### src/rtl/fifo_pkg.sv
// Shared constants and elaboration helpers for the byte FIFO used by the UART receiver.
package fifo_pkg;
   localparam int DEFAULT_DEPTH = 4;
   localparam int DEFAULT_WIDTH = 8;

   function automatic bit is_pow2(input int n);
      return (n >= 2) && ((n & (n - 1)) == 0);
   endfunction
endpackage

### src/rtl/fifo_if.sv
// Producer/consumer handshake bundle of the FIFO; names are as seen from the FIFO itself.
interface fifo_if import fifo_pkg::*; #(
   parameter int DEPTH = DEFAULT_DEPTH,
   parameter int WIDTH = DEFAULT_WIDTH
) ();
   logic                     i_write;
   logic [WIDTH-1:0]         i_wdata;
   logic                     i_read;
   logic [WIDTH-1:0]         o_rdata;
   logic                     o_empty;
   logic                     o_full;
   logic [$clog2(DEPTH):0]   o_count;

   modport master (output i_write, i_wdata, i_read,
                   input  o_rdata, o_empty, o_full, o_count);
   modport slave  (input  i_write, i_wdata, i_read,
                   output o_rdata, o_empty, o_full, o_count);
endinterface

### src/rtl/fifo_mem.sv
// WIDTH x DEPTH storage: one synchronous write port, one registered read port.
// The array itself is never reset; only the read register is.
module fifo_mem import fifo_pkg::*; #(
   parameter int DEPTH = DEFAULT_DEPTH,
   parameter int WIDTH = DEFAULT_WIDTH
) (
   input  logic                       i_clock,
   input  logic                       i_reset,
   input  logic                       i_wen,
   input  logic [$clog2(DEPTH)-1:0]   i_waddr,
   input  logic [WIDTH-1:0]           i_wdata,
   input  logic                       i_ren,
   input  logic [$clog2(DEPTH)-1:0]   i_raddr,
   output logic [WIDTH-1:0]           o_rdata
);
   logic [WIDTH-1:0] r_mem [DEPTH];
   logic [WIDTH-1:0] r_rdata;

   always_ff @(posedge i_clock) begin
      if (i_wen) r_mem[i_waddr] <= i_wdata;
   end

   always_ff @(posedge i_clock) begin
      if (i_reset)    r_rdata <= '0;
      else if (i_ren) r_rdata <= r_mem[i_raddr];
   end

   assign o_rdata = r_rdata;
endmodule

### src/rtl/fifo.sv
// Single-clock FIFO: pointers, occupancy count and flags; storage lives in fifo_mem.
// Flags decode the registered count only, so nothing combinational runs from i_write/i_read.
module fifo import fifo_pkg::*; #(
   parameter int DEPTH = DEFAULT_DEPTH,
   parameter int WIDTH = DEFAULT_WIDTH
) (
   input  logic    i_clock,
   input  logic    i_reset,
   fifo_if.slave   bus
);
   localparam int AW = $clog2(DEPTH);
   localparam int CW = AW + 1;

   if (!is_pow2(DEPTH)) begin : g_depth_check
      $error("fifo: DEPTH must be a power of two and at least 2");
   end

   logic [AW-1:0] r_wr_ptr;
   logic [AW-1:0] r_rd_ptr;
   logic [CW-1:0] r_count;
   logic          w_wr_acc;
   logic          w_rd_acc;
   logic          w_full;

   assign w_full   = (r_count == CW'(DEPTH));
   assign w_rd_acc = bus.i_read && (r_count != '0);
   // A pop in the same cycle frees a slot, so a full FIFO still takes the write.
   assign w_wr_acc = bus.i_write && (!w_full || w_rd_acc);

   always_ff @(posedge i_clock) begin
      if (i_reset) begin
         r_wr_ptr <= '0;
         r_rd_ptr <= '0;
         r_count  <= '0;
      end else begin
         if (w_wr_acc) r_wr_ptr <= r_wr_ptr + AW'(1);
         if (w_rd_acc) r_rd_ptr <= r_rd_ptr + AW'(1);
         case ({w_wr_acc, w_rd_acc})
            2'b10:   r_count <= r_count + CW'(1);
            2'b01:   r_count <= r_count - CW'(1);
            default: r_count <= r_count;
         endcase
      end
   end

   fifo_mem #(.DEPTH(DEPTH), .WIDTH(WIDTH)) u_mem (
      .i_clock (i_clock),
      .i_reset (i_reset),
      .i_wen   (w_wr_acc),
      .i_waddr (r_wr_ptr),
      .i_wdata (bus.i_wdata),
      .i_ren   (w_rd_acc),
      .i_raddr (r_rd_ptr),
      .o_rdata (bus.o_rdata)
   );

   assign bus.o_empty = (r_count == '0);
   assign bus.o_full  = w_full;
   assign bus.o_count = r_count;
endmodule

### src/flat_wrapper.sv
// flat-port wrapper written by rule: the top's interface ports become plain ports
module fifo_flat import fifo_pkg::*;
#(
   parameter int DEPTH = DEFAULT_DEPTH,
   parameter int WIDTH = DEFAULT_WIDTH
)
  (i_clock, i_reset, bus_i_write, bus_i_wdata, bus_i_read, bus_o_rdata, bus_o_empty, bus_o_full, bus_o_count);
  fifo_if #(.DEPTH(DEPTH), .WIDTH(WIDTH)) bus_i ();
  input  logic i_clock;
  input  logic i_reset;
  input wire logic [$bits(bus_i.i_write)-1:0] bus_i_write;
  input wire logic [$bits(bus_i.i_wdata)-1:0] bus_i_wdata;
  input wire logic [$bits(bus_i.i_read)-1:0] bus_i_read;
  output wire logic [$bits(bus_i.o_rdata)-1:0] bus_o_rdata;
  output wire logic [$bits(bus_i.o_empty)-1:0] bus_o_empty;
  output wire logic [$bits(bus_i.o_full)-1:0] bus_o_full;
  output wire logic [$bits(bus_i.o_count)-1:0] bus_o_count;
  assign bus_i.i_write = bus_i_write;
  assign bus_i.i_wdata = bus_i_wdata;
  assign bus_i.i_read = bus_i_read;
  assign bus_o_rdata = bus_i.o_rdata;
  assign bus_o_empty = bus_i.o_empty;
  assign bus_o_full = bus_i.o_full;
  assign bus_o_count = bus_i.o_count;
  fifo #(.DEPTH(DEPTH), .WIDTH(WIDTH)) u_core (.i_clock(i_clock), .i_reset(i_reset), .bus(bus_i));
endmodule
### config.mk
export PLATFORM = sky130hd
export DESIGN_NAME = fifo_flat
export DESIGN_NICKNAME = d
export VERILOG_FILES = /design/src/rtl/fifo_pkg.sv /design/src/rtl/fifo_if.sv /design/src/rtl/fifo_mem.sv /design/src/rtl/fifo.sv /design/src/flat_wrapper.sv
export SDC_FILE = /design/constraint.sdc
export NUM_CORES = 1
export LEC_CHECK = 0
export CORE_ASPECT_RATIO = 0.75
export CORE_UTILIZATION = 54
export DETAILED_ROUTE_END_ITERATION = 10
export PLACE_DENSITY_LB_ADDON = 0.15
export SLEW_MARGIN = 30
export SYNTH_ARGS = -nofsm -noshare
export SYNTH_HDL_FRONTEND = slang
export SYNTH_SLANG_ARGS = --single-unit
export TNS_END_PERCENT = 100
### constraint.sdc
create_clock -name i_clock -period 2.2 [get_ports i_clock]
set_input_delay 0.22 -clock i_clock [delete_from_list [all_inputs] [get_ports i_clock]]
set_output_delay 0.22 -clock i_clock [all_outputs]
set_load 0.01 [all_outputs]
==> impl_metrics.csv, run 1 <==
group,metric,value,unit
setup_path,cp_max_fo,7,
yosys,dominantRegCellSynth,"edfxtp_1",
die,fp.dieW,71.6,um
clock_network,htreeDepth,2,
worst_hold_path,hold_class,"register to register",
sta,setup_slack,0.188,ns
sta,fin_skew,0.00756,ns
grt,grt_max_degree,14,
clock_network,cts_setup_buffers,0,
detailed_routing,postRouteAntennaNets,0,
pwr,cellPowerDensity,867,mW/mm2
yosys,synthTopCellsByArea,"edfxtp_1 (49%), dfxtp_1 (15%), mux4_2 (9.2%)",
grt,overflow,0,
yosys,ys_ff_latch,47,
detailed_routing,routed_wl,3240,um
setup_path,path_buf_inv,2,
setup_path,max_stage_delay,0.60,ns
placement,hpwl,2300,um
sta,setup_viol,0,
flow_run,drv_cap,0,
sta,hold_viol,0,
worst_hold_path,worstHoldStart,"u_core.u_mem.o_rdata[0]$_SDFFE_PP0N_",
die,core,0.00338,mm2
setup_path,r2r_end,"u_core.bus.o_count[1]$_SDFFE_PP0P_",
layout,final_layout_size_suffix_gt1_share,17.8,%
clock_network,clockBufferDepth,2,
yosys,ys_warn_count,0,
pwr,ir_drop,0.597,mV
clock_network,clk_pin_slew_worst_paths,0.08,ns
clock_network,clockRootBuffer,"clkbuf_8",
sta,period_share,91.5,%
die,fp.dieH,54.2,um
layout,antenna_cells,0,
clock_network,cts_tree,"yes",
yosys,synth_common_cells,"edfxtp_1 (32), nand2_1 (17), dfxtp_1 (15)",
sta,tightest_slew,0.557,ns
sta,final.setup.tns,0,ns
setup_path,r2r-start,"u_core.bus.o_count[0]$_SDFFE_PP0P_",
clock_network,hold_buffers,0,
layout,multi_input_area,618,um2
yosys,synth.distinct_cells,33,
grt,antenna_found_initial,0,
placement,io_buffer_count,24,
yosys,syn_area,0.00196,mm2
die,num_rows,18,
layout,syn_to_final_growth,18.2,%
yosys,seq_area_frac_synth,64.3,%
yosys,syn_nets,150,
yosys,synth-edff-count,32,
detailed_routing,drc,0,
grt,grt_pass1_wl,5230,um
setup_path,crit_path_top_delay_cell,"clkdlybuf4s50_1",
setup_path,crit_start,"u_core.bus.o_count[2]$_SDFFE_PP0P_",
placement,globalplace.congestion,0.687,
clock_network,cts.sinks,47,
setup_path,critPathTopFamily,"buffers and inverters",
sta,rsz0062_at_grt,"no",
detailed_routing,drtPass1Iterations,4,
setup_path,crit_path_start_kind,"register",
setup_path,rrSetupSlack,0.28,ns
die,die_area,0.00388,mm2
worst_hold_path,worstHoldPathCells,2,
pwr,p_total,2.01,mW
setup_path,end_kind,"primary output",
yosys,yosys.cell_count.top_type,"edfxtp_1",
yosys,yosysTopAreaCell,"edfxtp_1",
yosys,synth_area_per_cell,14.7,um2
yosys,async_reset_ff_share,0,%
yosys,syn-instance-count,133,
layout,nFillCells,260,
setup_path,worstPathCellList,"buf_4, nor3b_2, clkdlybuf4s50_1",
sta,fmax,0.497,GHz
worst_hold_path,holdPathEnd,"u_core.u_mem.o_rdata[0]$_SDFFE_PP0N_",
sta,fin_crit,2.01,ns
yosys,synthDominantCellAreaShare,49.0,%
die,initial_core_util,58.0,%
placement,place_ws,0.152,ns
setup_path,critPathKind,"register to primary output",
pwr,leakage,0.800,nW
die,io_pins,25,
clock_network,post_cts_resized,0,
clock_network,cts_made_buffers,5,
detailed_routing,wl_per_cell,16.0,um
detailed_routing,via_per_inst,5.41,
grt,grt_pass1_vias,1095,
clock_network,clkLatencyLatePin,0.29,ns
detailed_routing,num_vias,1098,
grt,track_usage,19.5,%
setup_path,ff2ff_path_depth,6,
layout,seqCellArea,0.00126,mm2
setup_path,arrival,1.79,ns
setup_path,cp.required,1.98,ns
outcome,outcome,"complete, no violations",
detailed_routing,drtIter0Drc,60,
layout,nets,179,
sta,maxSlewHeadroom,62.9,%
sta,slew_viol_final,0,
## tightest hold or removal path, stage by stage, from the launching register on
cell and delay, ns:
dfxtp_1 0.31, nand2_1 0.05, a21oi_1 0.05
## per-stage QoR
step           utilization [%]  std cells  hold slack, ns  instance area (um2)
2_1_floorplan                -        133           0.289                 1960
3_3_place_gp              66.2        195           0.442                 2240
3_5_place_dp              66.2        195           0.454                 2240
4_1_cts                   68.6        203           0.465                 2320
5_1_grt                   68.6        203           0.494                 2320
6_report                  68.6        203           0.461                 2320
## worst max path at each step
stage / endpoint / slack (ns) / cells after the start
floorplan: u_core.bus.o_count[1]$_SDFFE_PP0P_ / 0.19 / 8
global placement: u_core.bus.o_count[2]$_SDFFE_PP0P_ / 0.19 / 8
detailed placement: u_core.bus.o_count[2]$_SDFFE_PP0P_ / 0.15 / 8
CTS: bus_o_full / 0.20 / 3
global route: u_core.bus.o_count[2]$_SDFFE_PP0P_ / 0.13 / 7
finish: bus_o_full / 0.19 / 3
## report_power, final
group | leakage [nW] | total [mW] | switching, mW | internal [mW]
clock | 0.0395 | 0.485 | 0.259 | 0.226
sequential | 0.416 | 1.08 | 0.0602 | 1.02
combinational | 0.345 | 0.441 | 0.203 | 0.238
## sequential cells by signal, summed over array words and instances (netlist names)
name and cells:
u_core.bus.o_count 3, u_core.r_rd_ptr 2, u_core.r_wr_ptr 2, u_core.u_mem.o_rdata 8
u_core.u_mem.r_mem 32
## cell type report
| class | instances | share of cell area (%) |
|---|---|---|
| Tap cell | 40 | 2.16 |
| Clock buffer | 8 | 3.46 |
| Sequential cell | 47 | 54.4 |
| Inverter | 6 | 0.972 |
| Timing Repair Buffer | 30 | 12.3 |
| Multi-Input combinational cell | 72 | 26.7 |
## kinds of logic (layout without fill, tap and decap cells)
logic type,Yosys count,count (layout),share of synthesized area (%)
flops,47,47,64.3
simple gates,36,36,8.87
compound gates,16,16,6.57
buf+inv,14,44,4.15
mux,10,10,10.3
fa+ha+maj,5,5,3.57
xor+xnor,5,5,2.23
## placed cells by master (no fill, tap or decap), types with 2 or more instances in the layout
cell             synthesis  layout
and2_2                   4       4
mux4_2                   8       8
nand2_1                 17      17
nor3_1                   2       2
inv_1                    6       6
clkdlybuf4s50_1          0      24
edfxtp_1                32      32
nor2_1                   8       8
clkbuf_1                 1       3
clkbuf_8                 0       5
ha_1                     4       4
xnor2_1                  2       2
buf_4                    1       6
dfxtp_1                 15      15
xor2_1                   3       3
a21oi_1                  8       8
## layer usage
metal	GRT usage [%]	wire length [um]	up-vias
met2	33.8	1570	29
met3	5.24	147	4
met4	6.54	40	0
met5	0	0	-
met1	24.4	1480	529
li1	-	-	536
Power figures use the tool's default switching activity.
==> run 2: changes to the inputs <==
- SETUP_SLACK_MARGIN: unset -> 0.05
==> results of run 2 <==
Final layout, timing and power as in run 1 (identical DEF).
==> run 3: changes to the inputs <==
- GPL_ROUTABILITY_DRIVEN: unset -> 1
==> results of run 3 <==
Final layout, timing and power as in run 1 (identical DEF).
